### src/rtl/fifo_pkg.sv
// fifo_pkg: shared FIFO constants and Gray/binary conversion helpers
package fifo_pkg;
    localparam int DEF_ADDR_BITS = 4;
    localparam int MAX_W = 32;

    function automatic logic [MAX_W-1:0] bin2gray(input logic [MAX_W-1:0] b);
        return b ^ (b >> 1);
    endfunction

    // Callers zero-extend narrower pointers and truncate the result.
    function automatic logic [MAX_W-1:0] gray2bin(input logic [MAX_W-1:0] g);
        logic [MAX_W-1:0] b;
        b = '0;
        for (int i = 0; i < MAX_W; i++) b[i] = ^(g >> i);
        return b;
    endfunction
endpackage

### src/rtl/gray2bin_conv.sv
// gray2bin_conv: combinational Gray-to-binary converter of parameterized width
module gray2bin_conv
    import fifo_pkg::*;
#(
    parameter int W = DEF_ADDR_BITS + 1
) (
    input  logic [W-1:0] i_gray,
    output logic [W-1:0] o_bin
);
    assign o_bin = W'(gray2bin(MAX_W'(i_gray)));
endmodule

### src/rtl/fifo_rd_ptr_empty.sv
// fifo_rd_ptr_empty: read-domain pointer, empty/almost-empty/level and sticky underflow
module fifo_rd_ptr_empty
    import fifo_pkg::*;
#(
    parameter int ADDR_BITS = DEF_ADDR_BITS,
    parameter int AE_THRESH = 2
) (
    input  logic                 r_clk,
    input  logic                 r_rst_n,
    input  logic                 r_en,
    input  logic [ADDR_BITS:0]   rq2_w_ptr,
    input  logic                 r_underflow_clr,
    output logic [ADDR_BITS-1:0] r_addr,
    output logic [ADDR_BITS:0]   r_ptr,
    output logic                 r_empty,
    output logic                 r_almost_empty,
    output logic [ADDR_BITS:0]   r_level,
    output logic                 r_underflow
);
    localparam int PW = ADDR_BITS + 1;

    logic [PW-1:0] r_bin;
    logic          w_inc;
    logic [PW-1:0] w_bin_next, w_gray_next, w_wbin, w_level_next;

    gray2bin_conv #(.W(PW)) u_w2b (
        .i_gray (rq2_w_ptr),
        .o_bin  (w_wbin)
    );

    assign w_inc        = r_en & ~r_empty;
    assign w_bin_next   = r_bin + PW'(w_inc);
    assign w_gray_next  = PW'(bin2gray(MAX_W'(w_bin_next)));
    assign w_level_next = w_wbin - w_bin_next;
    assign r_addr       = r_bin[ADDR_BITS-1:0];

    // Flags use next-state pointer so empty asserts on the edge of the last read.
    always_ff @(posedge r_clk or negedge r_rst_n) begin
        if (!r_rst_n) begin
            r_bin          <= '0;
            r_ptr          <= '0;
            r_empty        <= 1'b1;
            r_almost_empty <= 1'b1;
            r_level        <= '0;
            r_underflow    <= 1'b0;
        end else begin
            r_bin          <= w_bin_next;
            r_ptr          <= w_gray_next;
            r_empty        <= (w_gray_next == rq2_w_ptr);
            r_almost_empty <= (w_level_next <= PW'(AE_THRESH));
            r_level        <= w_level_next;
            r_underflow    <= (r_en & r_empty) | (r_underflow & ~r_underflow_clr);
        end
    end
endmodule

### config.mk
export PLATFORM = sky130hd
export DESIGN_NAME = fifo_rd_ptr_empty
export DESIGN_NICKNAME = d
export VERILOG_FILES = /design/src/rtl/fifo_pkg.sv /design/src/rtl/gray2bin_conv.sv /design/src/rtl/fifo_rd_ptr_empty.sv
export SDC_FILE = /design/constraint.sdc
export NUM_CORES = 1
export LEC_CHECK = 0
export ABC_AREA = 1
export BUFFER_PORTS_ARGS = -buffer_cell sky130_fd_sc_hd__buf_2
export CAP_MARGIN = 20
export CORE_MARGIN = 2
export CORE_UTILIZATION = 55
export DETAILED_ROUTE_END_ITERATION = 10
export HOLD_SLACK_MARGIN = 0.1
export PLACE_DENSITY = 0.82
export SLEW_MARGIN = 40
export SYNTH_ARGS = -nofsm -noshare
export SYNTH_HDL_FRONTEND = slang
export SYNTH_SLANG_ARGS = --single-unit
### constraint.sdc
create_clock -name r_clk -period 4.7 [get_ports r_clk]
set_input_delay 0.47 -clock r_clk [delete_from_list [all_inputs] [get_ports r_clk]]
set_output_delay 0.47 -clock r_clk [all_outputs]
set_load 0.02 [all_outputs]
* After elaboration in Yosys (flattened, before gate mapping) *
Index checks and enable logic that the tools add are counted.

word-level totals
  register bits = 18
  word-level logic and storage cells = 22
  input port bits = 9

operators by class
  bitwise gates (word level) = 7
  $lt $le $gt $ge = 1
  add/sub/neg operators = 2
  eq/ne operators = 1
  reduce and logical (&&, ||, !) cells = 5

operators by type and width
  operator              count
  $reduce_xor A32 Y1    5
  $add A5 B1 Y5         1
  $eq A5 B5 Y1          1
  $le A5 B2 Y1 const B  1
  $sub A5 B5 Y5         1
  $xor A5 B4 Y5         1
  $and A1 B1 Y1         3
  $not A1 Y1            2
  $or A1 B1 Y1          1

* Logic depth before layout (Yosys ltp) *
Gate-level depths: netlist of the first run.

  depth after elaboration = 5
  gate-level depth with buffers = 17
  depth with buffers taken out = 17

* Hierarchy *
A second synthesis of the first run with hierarchy kept.

second synthesis, totals
  cells, all modules = 173
  area, all modules = 1203.7 um^2

by module, submodules not included
  module             area an instance (um^2)  instances  cells an instance
  fifo_rd_ptr_empty  1079.8                   1          149
  gray2bin_conv      123.9                    1          24

* Worst setup path before layout of the first run *
OpenSTA, ideal clock, no wires.

  kind = register to register
  from = register r_empty
  to = register r_almost_empty
  buffers on the path = 0
  slack = 2507 ps
  arrival = 2129 ps
  cell stages (with the launch flop) = 16
  cell sequence = dfstp_2 nor2_1 ha_1 ha_1 inv_1 nand3_2 nand2_1 inv_1 ha_1 inv_1 nand2_1 nand3_1 nand2_1 nand2_1 nand2_2 nor2_2

between the ends
  cells in the longest elaborated chain, start to end = 5

RTL lines
  element                 RTL line                 source
  from (decl)             fifo_rd_ptr_empty.sv:15  output logic r_empty,
  from (signal assigned)  fifo_rd_ptr_empty.sv:49  r_empty <= (w_gray_next == rq2_w_ptr);
  $not A1 Y1              fifo_rd_ptr_empty.sv:31  assign w_inc = r_en & ~r_empty;
  $and A1 B1 Y1           fifo_rd_ptr_empty.sv:31
  $add A5 B1 Y5           fifo_rd_ptr_empty.sv:32  assign w_bin_next = r_bin + PW'(w_inc);
  net w_bin_next[1]       fifo_rd_ptr_empty.sv:24  logic [PW-1:0] w_bin_next, w_gray_next, w_wbin, w_level_next;
  $sub A5 B5 Y5           fifo_rd_ptr_empty.sv:34  assign w_level_next = w_wbin - w_bin_next;
  net w_level_next[4]     fifo_rd_ptr_empty.sv:24
  $le A5 B2 Y1            fifo_rd_ptr_empty.sv:50  r_almost_empty <= (w_level_next <= PW'(AE_THRESH));
  to (signal assigned)    fifo_rd_ptr_empty.sv:50
  to (decl)               fifo_rd_ptr_empty.sv:16  output logic r_almost_empty,

The timed path passes the listed nets, and every way through them passes these cells.

* Final worst setup path of the first run *
  from = register r_empty
  to = register r_almost_empty

between the ends
  cells in the longest elaborated chain, start to end = 5

RTL lines
  element            RTL line
  $not A1 Y1         fifo_rd_ptr_empty.sv:31
  $and A1 B1 Y1      fifo_rd_ptr_empty.sv:31
  $add A5 B1 Y5      fifo_rd_ptr_empty.sv:32
  net w_bin_next[2]  fifo_rd_ptr_empty.sv:24
  $sub A5 B5 Y5      fifo_rd_ptr_empty.sv:34
  $le A5 B2 Y1       fifo_rd_ptr_empty.sv:50

The timed path passes the listed nets, and every way through them passes these cells.

==> results of run 1 <==
-- area by class of cell --
type / count / area [sq um]
multi-input combinational: 84 / 526
fill: 137 / 519
sequential: 17 / 428
timing repair buffer: 26 / 135
inverter: 21 / 78.8
tap: 25 / 31.3
clock buffer: 3 / 22.5
clock inverter: 1 / 5.00
-- worst max path at each step --
stage / start / to / slack [ps]
4_1_cts: r_empty / r_almost_empty / 2370
2_1_floorplan: r_empty / r_almost_empty / 2510
6_report: r_empty / r_almost_empty / 2370
5_1_grt: r_empty / r_almost_empty / 2200
3_3_place_gp: r_en / r_almost_empty / 2390
3_5_place_dp: r_en / r_almost_empty / 2270
-- metal layers --
layer,track usage,wire length (um)
met1,0.244,837
met2,0.332,957
met3,0.0115,50
met4,0.0833,19
met5,0,0
-- power groups by stage --
stage	sequential, uW	combinational, uW	clock [uW]
3_3_place_gp	262	582	0
6_report	262	606	74.4
4_1_cts	263	611	74.7
2_1_floorplan	357	362	0
5_1_grt	272	670	82.0
3_5_place_dp	265	607	0
-- cells by family after synthesis --
kind of cell             count (synthesis)  share of synthesized area
XOR/XNOR                                12                      0.142
AND/OR/NAND/NOR                         65                      0.297
AO/OA/AOI/OAI                            2                    0.00969
buffers and inverters                   21                     0.0764
adder cells (fa/ha/maj)                  5                     0.0606
flip-flops                              17                      0.415
-- flip-flops by register name, summed over array words and instances (netlist names) --
signal / count
r_ptr: 4
r_almost_empty: 1
r_empty: 1
r_underflow: 1
r_level: 5
r_bin: 5
-- worst max-delay path: stages (launching register included) --
cell	delay [ps]
sky130_fd_sc_hd__dfstp_2	550
sky130_fd_sc_hd__nor2_1	50
sky130_fd_sc_hd__ha_1	200
sky130_fd_sc_hd__ha_1	230
sky130_fd_sc_hd__inv_1	60
sky130_fd_sc_hd__nand2_1	50
sky130_fd_sc_hd__nand2_2	170
sky130_fd_sc_hd__inv_1	110
sky130_fd_sc_hd__ha_1	300
sky130_fd_sc_hd__inv_1	70
sky130_fd_sc_hd__nor2_1	50
sky130_fd_sc_hd__nor2_1	110
sky130_fd_sc_hd__nand2_1	70
sky130_fd_sc_hd__nand2_1	70
sky130_fd_sc_hd__nand3_1	100
sky130_fd_sc_hd__nor2_2	90
-- through the flow --
step	instance area (sq um)	utilization	worst slack, ps	cells
after detailed placement	1190	0.681	2270	172
after global routing	1230	0.703	2200	177
after floorplan	1030	-	2510	122
after global placement	1190	0.681	2390	172
after CTS	1230	0.703	2370	177
final	1230	0.703	2370	177
-- Yosys cell counts --
| library cell | n |
|---|---|
| sky130_fd_sc_hd__nor2_1 | 7 |
| sky130_fd_sc_hd__inv_1 | 18 |
| sky130_fd_sc_hd__xor2_2 | 3 |
| sky130_fd_sc_hd__xnor2_4 | 1 |
| sky130_fd_sc_hd__xor2_1 | 7 |
| sky130_fd_sc_hd__nand4_1 | 1 |
| sky130_fd_sc_hd__a21oi_1 | 1 |
| sky130_fd_sc_hd__nor2_2 | 2 |
| sky130_fd_sc_hd__nor3_2 | 1 |
| sky130_fd_sc_hd__nand3_2 | 2 |
| sky130_fd_sc_hd__dfrtp_1 | 15 |
| sky130_fd_sc_hd__inv_2 | 3 |
| sky130_fd_sc_hd__dfstp_2 | 2 |
| sky130_fd_sc_hd__ha_1 | 5 |
| sky130_fd_sc_hd__nand2_2 | 8 |
| sky130_fd_sc_hd__xnor2_1 | 1 |
| sky130_fd_sc_hd__nand3_1 | 13 |
| sky130_fd_sc_hd__nand2_1 | 31 |
| sky130_fd_sc_hd__o21ai_0 | 1 |
-- repair_timing --
action | 4_1_cts | 5_1_grt
setup buffers | 0 | 0
resized for setup | 0 | 0
hold buffers | 1 | 0
endpoints found under the hold margin | 15 | 0
==> flow_results.org, run 1 <==
** Timing
- Adding up every negative setup slack in the final design gives 0 ps.
- Setup repair after global routing left no endpoint under its margin.
- For the pin with the worst max-slew slack, the measured transition is 348 ps.
- The worst path in the final design needs a cycle of 2330 ps, including I/O delays and setup.
- Clock skew on the completed layout was measured at 6.24 ps.
- In this run the tightest slew margin relative to its limit is 0.768.
- Final hold violations :: 0
- Final worst path period share :: 0.496
- Setup-failing EPs final :: 0
- Based on the critical path, the design can be clocked at up to 0.429 GHz.
- Hold timing on the final database bottoms out at a slack of 382 ps.
- The final-report max-slew violation count came to 0.

** Worst setup path
- The worst setup path is launched from a register.
- Along the worst path, the maximum fanout reaches 6.
- Critical path type :: reg2reg
- STA puts the critical path data arrival time at 2560 ps.
- R2R Path End :: r_almost_empty
- The worst register-to-register path has a depth of 15.
- The setup check on the worst reg-to-reg path leaves a slack of 2370 ps.
- Data on the critical path is required at its endpoint by 4930 ps.
- The worst register-to-register path begins at r_empty.
- Critical path capture point type :: register

** Global routing
- Number of global-route vias before repair :: 732
- After global routing the overflow that remains totals 0.
- Entering global routing, the biggest net connects 18 pins.
- Antenna violations before repair :: 0
- Global-route wire length before repair :: 2.99 mm
- Global routing usage summed across all routing layers :: 0.191

** Logic synthesis
- Total number of yosys warnings :: 0
- Avg Cell Area, Syn :: 8.46 sq um
- The mapped netlist covers 1030 sq um.
- Library cell with the largest summed area after synthesis :: sky130_fd_sc_hd__dfrtp_1
- The netlist uses 19 different library cells.
- Area share of the largest cell type after synthesis :: 0.364
- Most area-consuming cells after synthesis :: sky130_fd_sc_hd__dfrtp_1 36%, sky130_fd_sc_hd__nand2_1 11%, sky130_fd_sc_hd__inv_1 6.5%, sky130_fd_sc_hd__nand3_1 6.3%, sky130_fd_sc_hd__ha_1 6.1%
- Share of synthesized area occupied by flip-flops and latches :: 0.415
- Total nets after synthesis :: 136
- After technology mapping, the gate count stands at 122.
- Number of storage elements in the synthesis netlist :: 17

** Clocking
- CTS saw 17 sinks.
- Clock-pin slew reported for the worst setup and hold paths after clock tree synthesis :: 90 ps
- Clock Root Buffer :: sky130_fd_sc_hd__clkbuf_4
- Clock buffer count from CTS :: 3
- The later pin in the worst-skew pair is clocked with a latency of 290 ps.
- In this run the number of H-tree levels came out at 1.
- TritonCTS built the clock tree.
- Maximum buffer depth of the clock tree :: 2

** Floorplanning
- The die is 47.3 um wide.
- During I/O placement, the number of pins put on the boundary was 26.
- Chip height :: 47.3 um
- Row Count :: 15
- For this configuration, the core starts out at a cell density of 0.591.
- The die covers 2240 sq um.
- The total area inside the core boundary comes to 1750 sq um.

** Hold path
- Worst Hold Depth :: 2
- The tightest min-delay check is of the in2reg type.
- The startpoint identified for the worst hold timing path is r_underflow_clr.
- WHS Endpoint :: r_underflow

** Layout
- Diodes inserted :: 0
- Proportion of layout cells with a drive suffix above 1 :: 0.336
- Final #Nets :: 167
- The area growth from synthesis to layout is 18.8%.
- Most used cells in the layout excluding fill and tap cells :: 31 x sky130_fd_sc_hd__nand2_1, 25 x sky130_fd_sc_hd__buf_2, 18 x sky130_fd_sc_hd__inv_1
- Most common cell after layout, fill and taps aside :: sky130_fd_sc_hd__nand2_1

** Route
- The final route contains 825 vias.
- In this run the remaining antenna-violating nets after routing total 0.
- Post-route DRC :: 0
- Dividing the detail-routed via count by the number of cells gives 4.66.
- Number of DRC markers after the initial detailed-route iteration :: 2
- For this run, the detailed router's first-pass iteration total came to 2.
- The routed design has 1.87 mm of wire.
- Wire per inst :: 10.5 um

** Power and ir drop
- Switching Fraction :: 0.497
- Of the total power, registers draw 0.278.
- Static leakage :: 0.000695 uW
- Internal power comes to 474 uW.
- Part of the power in combinational logic :: 0.643
- For this design the ratio of total power to cell area is 768 nW/um^2.
- Part of the power in the clock network :: 0.079
- Summed over all nets, the switching power comes to 468 uW.
- Worst voltage drop across the vdd grid :: 418 uV
- The design draws 942 uW.

** Placement
- The count of buffers added on input and output ports is 25.
- The HPWL after detailed placement is 1.56 mm.
- Routability-driven placement finished with a final weighted congestion of 0.797.

** Outcome
- The flow ran to the end, and the final reports show no timing, DRC or antenna violations.

** Job
- Max Cap Violations :: 0
(Power assumes the default switching activity.)
==> inputs of run 2 (changes only) <==
--- a/config.mk
+++ b/config.mk
@@ -5,14 +5,14 @@
 export SDC_FILE = /design/constraint.sdc
 export NUM_CORES = 1
 export LEC_CHECK = 0
-export ABC_AREA = 1
+export ABC_AREA = 0
 export BUFFER_PORTS_ARGS = -buffer_cell sky130_fd_sc_hd__buf_2
 export CAP_MARGIN = 20
 export CORE_MARGIN = 2
-export CORE_UTILIZATION = 55
+export CORE_UTILIZATION = 45
 export DETAILED_ROUTE_END_ITERATION = 10
 export HOLD_SLACK_MARGIN = 0.1
-export PLACE_DENSITY = 0.82
+export PLACE_DENSITY = 0.73
 export SLEW_MARGIN = 40
 export SYNTH_ARGS = -nofsm -noshare
 export SYNTH_HDL_FRONTEND = slang
==> constraint.sdc (replaced) <==
create_clock -name r_clk -period 2.14 [get_ports r_clk]
set_input_delay 0.214 -clock r_clk [delete_from_list [all_inputs] [get_ports r_clk]]
set_output_delay 0.214 -clock r_clk [all_outputs]
set_load 0.02 [all_outputs]
==> run 2 against run 1 <==
The flow now finishes with violations (setup timing). Register-to-register slack got worse by 2500 ps. Clock-buffer cell count rose by 1. Sequential share of layout area fell by 3.4 points. Clock skew fell by 2.4 ps. Critical path depth fell by 5. Largest cell class unchanged. Highest routed layer unchanged.
==> flow_results.org, run 2 <==
** Timing
- For this run, the top clock speed supported by timing is 0.449 GHz.
- The worst pin sits at a relative slew slack of 0.732.
- Setup ws final :: -85.1 ps
- Final hold violations :: 0
- Dividing the final minimum period by the clock period gives 1.04.
- Clock period minus worst slack :: 2230 ps
- For the final database, setup skew stands at 3.86 ps.
- RSZ-0062 raised after global routing :: yes
- Setup-failing EPs final :: 3
- At the pin with the least slew margin, the transition time is 401 ps.
- The final-report max-slew violation count is 0.

** Outcome
- The flow ran to the end, but the final reports show violations.
- The checks that failed: setup timing.

** Floorplanning
- The die covers 2380 sq um.
- Core Area :: 1920 sq um
- X dimension of the die :: 48.8 um
- Count of pins on the block boundary :: 26
- Measured along the y axis, the die boundary spans 48.8 um.
- Row Count :: 16
- The initial utilization of the core area, before any placement, comes to 0.471.

** Worst setup path
- Register-to-Register Setup Slack :: -90 ps
- The startpoint identified for the worst register-to-register timing path is r_empty.
- CP most frequent cell :: sky130_fd_sc_hd__ha_4
- Category of the worst setup path launch point :: register
- CP peak stage delay :: 540 ps
- Slowest stage cell, crit path :: sky130_fd_sc_hd__dfstp_2
- Data arrives at the worst endpoint at 2450 ps.
- Worst endpoint required time :: 2360 ps
- In this run the worst path has a maximum fanout of 4.
- In this design, the largest share of critical-path delay is due to compound AO/OA/AOI/OAI gates.
- Sum of buffers and inverters on the critical path :: 1
- The number of cells on the worst reg-to-reg path is 10.
- Traced cell by cell, the critical path runs through nor2b_1 -> ha_2 -> ha_4 -> xor2_4 -> inv_2 -> ha_4 -> o21ai_2 -> a21bo_4 -> o31ai_4 -> nor3b_2.
- Critical path type :: reg2reg
- R2R Path End :: r_almost_empty
- STA classifies the critical path endpoint as a register.

** Placement
- During placement, the flow inserted port buffers numbering 25.
- After detailed placement, the design holds a cell count of 147.
- After detailed placement, the total cell area comes to 1210 sq um.
- Final weighted congestion in routability-driven placement :: 0.840
- DP HPWL :: 1.52 mm

** Logic synthesis
- Distinct cell type count after synthesis :: 26
- Library cell with the largest summed area after synthesis :: sky130_fd_sc_hd__dfrtp_1
- Avg Cell Area, Syn :: 11.0 sq um
- Leading cell type by number of instances after synthesis :: sky130_fd_sc_hd__dfrtp_1
- After synthesis, the share of flip-flops with an asynchronous set or reset is 1.00.
- Counting instances in the post-synthesis netlist gives the leading cell types as 15 x sky130_fd_sc_hd__dfrtp_1, 11 x sky130_fd_sc_hd__inv_1, 11 x sky130_fd_sc_hd__xor2_1, 9 x sky130_fd_sc_hd__xnor2_1, 5 x sky130_fd_sc_hd__ha_1.
- Area share of the largest cell type after synthesis :: 0.415
- Number of storage elements in the synthesis netlist :: 17
- Total number of yosys warnings :: 0
- Number of flops mapped to enable cells by yosys :: 0
- Total nets after synthesis :: 96
- Most area-consuming cells after synthesis :: sky130_fd_sc_hd__dfrtp_1 41%, sky130_fd_sc_hd__xor2_1 11%, sky130_fd_sc_hd__xnor2_1 8.7%, sky130_fd_sc_hd__ha_1 6.9%, sky130_fd_sc_hd__dfstp_2 5.8%
- Area of the mapped netlist :: 905 sq um
- Number of cells produced by synthesis :: 82
- Share of synthesized area occupied by flip-flops and latches :: 0.473
- Ys flop type :: sky130_fd_sc_hd__dfrtp_1

** Hold path
- For hold timing, the worst endpoint is r_underflow.
- Worst hold path type :: in2reg
- Worst Hold Depth :: 3
- The startpoint identified for the worst hold timing path is r_en.

** Global routing
- In the global route stage, overall resource usage came out at 0.192.
- Global-route wire length before repair :: 3.45 mm
- Antenna violations before repair :: 0
- Largest net degree at the start of global routing :: 18
- The via count of the first global-routing pass is 778.
- Remaining Overflow, GRT :: 0

** Layout
- Most common cell after layout, fill and taps aside :: sky130_fd_sc_hd__buf_2
- Summing all non-filler instances in the final layout gives an area of 1360 sq um.
- The layout has 149 filler cells.
- For this run, the number of standard cells in the final layout without fillers is 154.
- Leaving out fill and tap cells, the most frequent cells in the layout are 25 x sky130_fd_sc_hd__buf_2, 15 x sky130_fd_sc_hd__dfrtp_1, 14 x sky130_fd_sc_hd__buf_4.
- Area added between synthesis and finish :: 50.3%
- Of the cells placed in the final design, the portion with a size suffix greater than 1 is 0.528.
- In the final layout, the registers with the most flip-flops are r_bin x5, r_level x5, r_ptr x4.
- The repair_antennas step left the layout with diodes totalling 0.
- Post-Route Utilization :: 0.708
- Final #Nets :: 142

** Clocking
- Clock-pin slew reported for the worst setup and hold paths after clock tree synthesis :: 100 ps
- CTS placed an instance of sky130_fd_sc_hd__clkbuf_4 at the clock tree root.
- Number of sinks handled by clock tree synthesis :: 17
- Buffers inserted during clock tree synthesis total 3.
- The longest clock path from root to sink contains 2 buffers.
- CTS built an H-tree with a depth of 1.
- TritonCTS built the clock tree.
- The clock reaches the later pin of the worst-skew pair after 280 ps.

** Route
- Once detail routing completed, the nets flagged for antenna violations numbered 0.
- After detailed routing, the total wire length is 2.05 mm.
- Number of DRC markers after the initial detailed-route iteration :: 3
- The first TritonRoute pass finished after 4 iterations.
- Wire per inst :: 13.3 um
- Vias after detailed routing :: 734
- Post-route DRC :: 0
- Via density per instance :: 4.77

** Job
- Max-cap violations in this run came to 0.
run 2: cell types whose count changed after synthesis, sizes merged, moves of 3 or more:
cell	previous run	this run
nand2	39	3
xor2	10	13
nor2	9	3
inv	21	11
nand3	15	4
xnor2	2	9
run 2: how the worst max path moves through the flow:
stage                      start        endpoint  slack [ps]  depth (start not counted)
floorplan                r_empty  r_almost_empty        -170                         10
detailed placement  rq2_w_ptr[3]      r_level[4]        -200                         10
CTS                      r_empty  r_almost_empty         -90                         10
global placement    rq2_w_ptr[3]      r_level[4]        -110                         10
finish                   r_empty  r_almost_empty         -90                         10
global route             r_empty  r_almost_empty        -210                         10
run 2: cell families after synthesis:
kind of cell    count (synthesis)  synth area share
compound gates                  9            0.0775
xor+xnor                       22             0.230
fa+ha+maj                       5            0.0692
buf+inv                        12            0.0498
flops                          17             0.473
simple gates                   17             0.101
run 2: final cells by class:
| type | instances | area [sq um] | share of cell area |
|---|---|---|---|
| Multi-Input combinational cell | 53 | 569 | 0.419 |
| Sequential cell | 17 | 428 | 0.315 |
| Timing Repair Buffer | 42 | 262 | 0.192 |
| Inverter | 11 | 41.3 | 0.0304 |
| Tap cell | 27 | 33.8 | 0.0248 |
| Clock buffer | 4 | 26.3 | 0.0193 |
run 2: tightest hold or removal path: cells and delay by family:
kind | cells | cell delay (ps)
simple gates | 1 | 40
buf+inv | 1 | 90
compound gates | 1 | 60
run 2: routing by layer:
layer / GRT usage / routed length, um / vias to the layer above
met4: 0.114 / 28 / 0
met3: 0.0123 / 44 / 2
met5: 0 / 0 / -
li1: - / - / 363
met1: 0.226 / 859 / 357
met2: 0.342 / 1120 / 12
run 2: per-stage QoR:
step	setup WS, ps	hold WS (ps)	setup TNS [ps]
global route	-209	172	-517
global placement	-105	139	-196
CTS	-91.0	149	-171
finish	-85.1	151	-213
floorplan	-171	-81.6	-314
detailed placement	-204	150	-366
run 2: timing repair:
item                       in CTS  in global routing
pin swaps                       0                  2
hold buffers                    2                  0
gates resized for setup         8                 12
hold endpoints to repair       16                  0
setup buffers                   0                  2
setup endpoints to repair       4                  4
Power of run 2 is not shown: default switching activity piles up to over one toggle a cycle in this logic, so the estimate is an artifact.
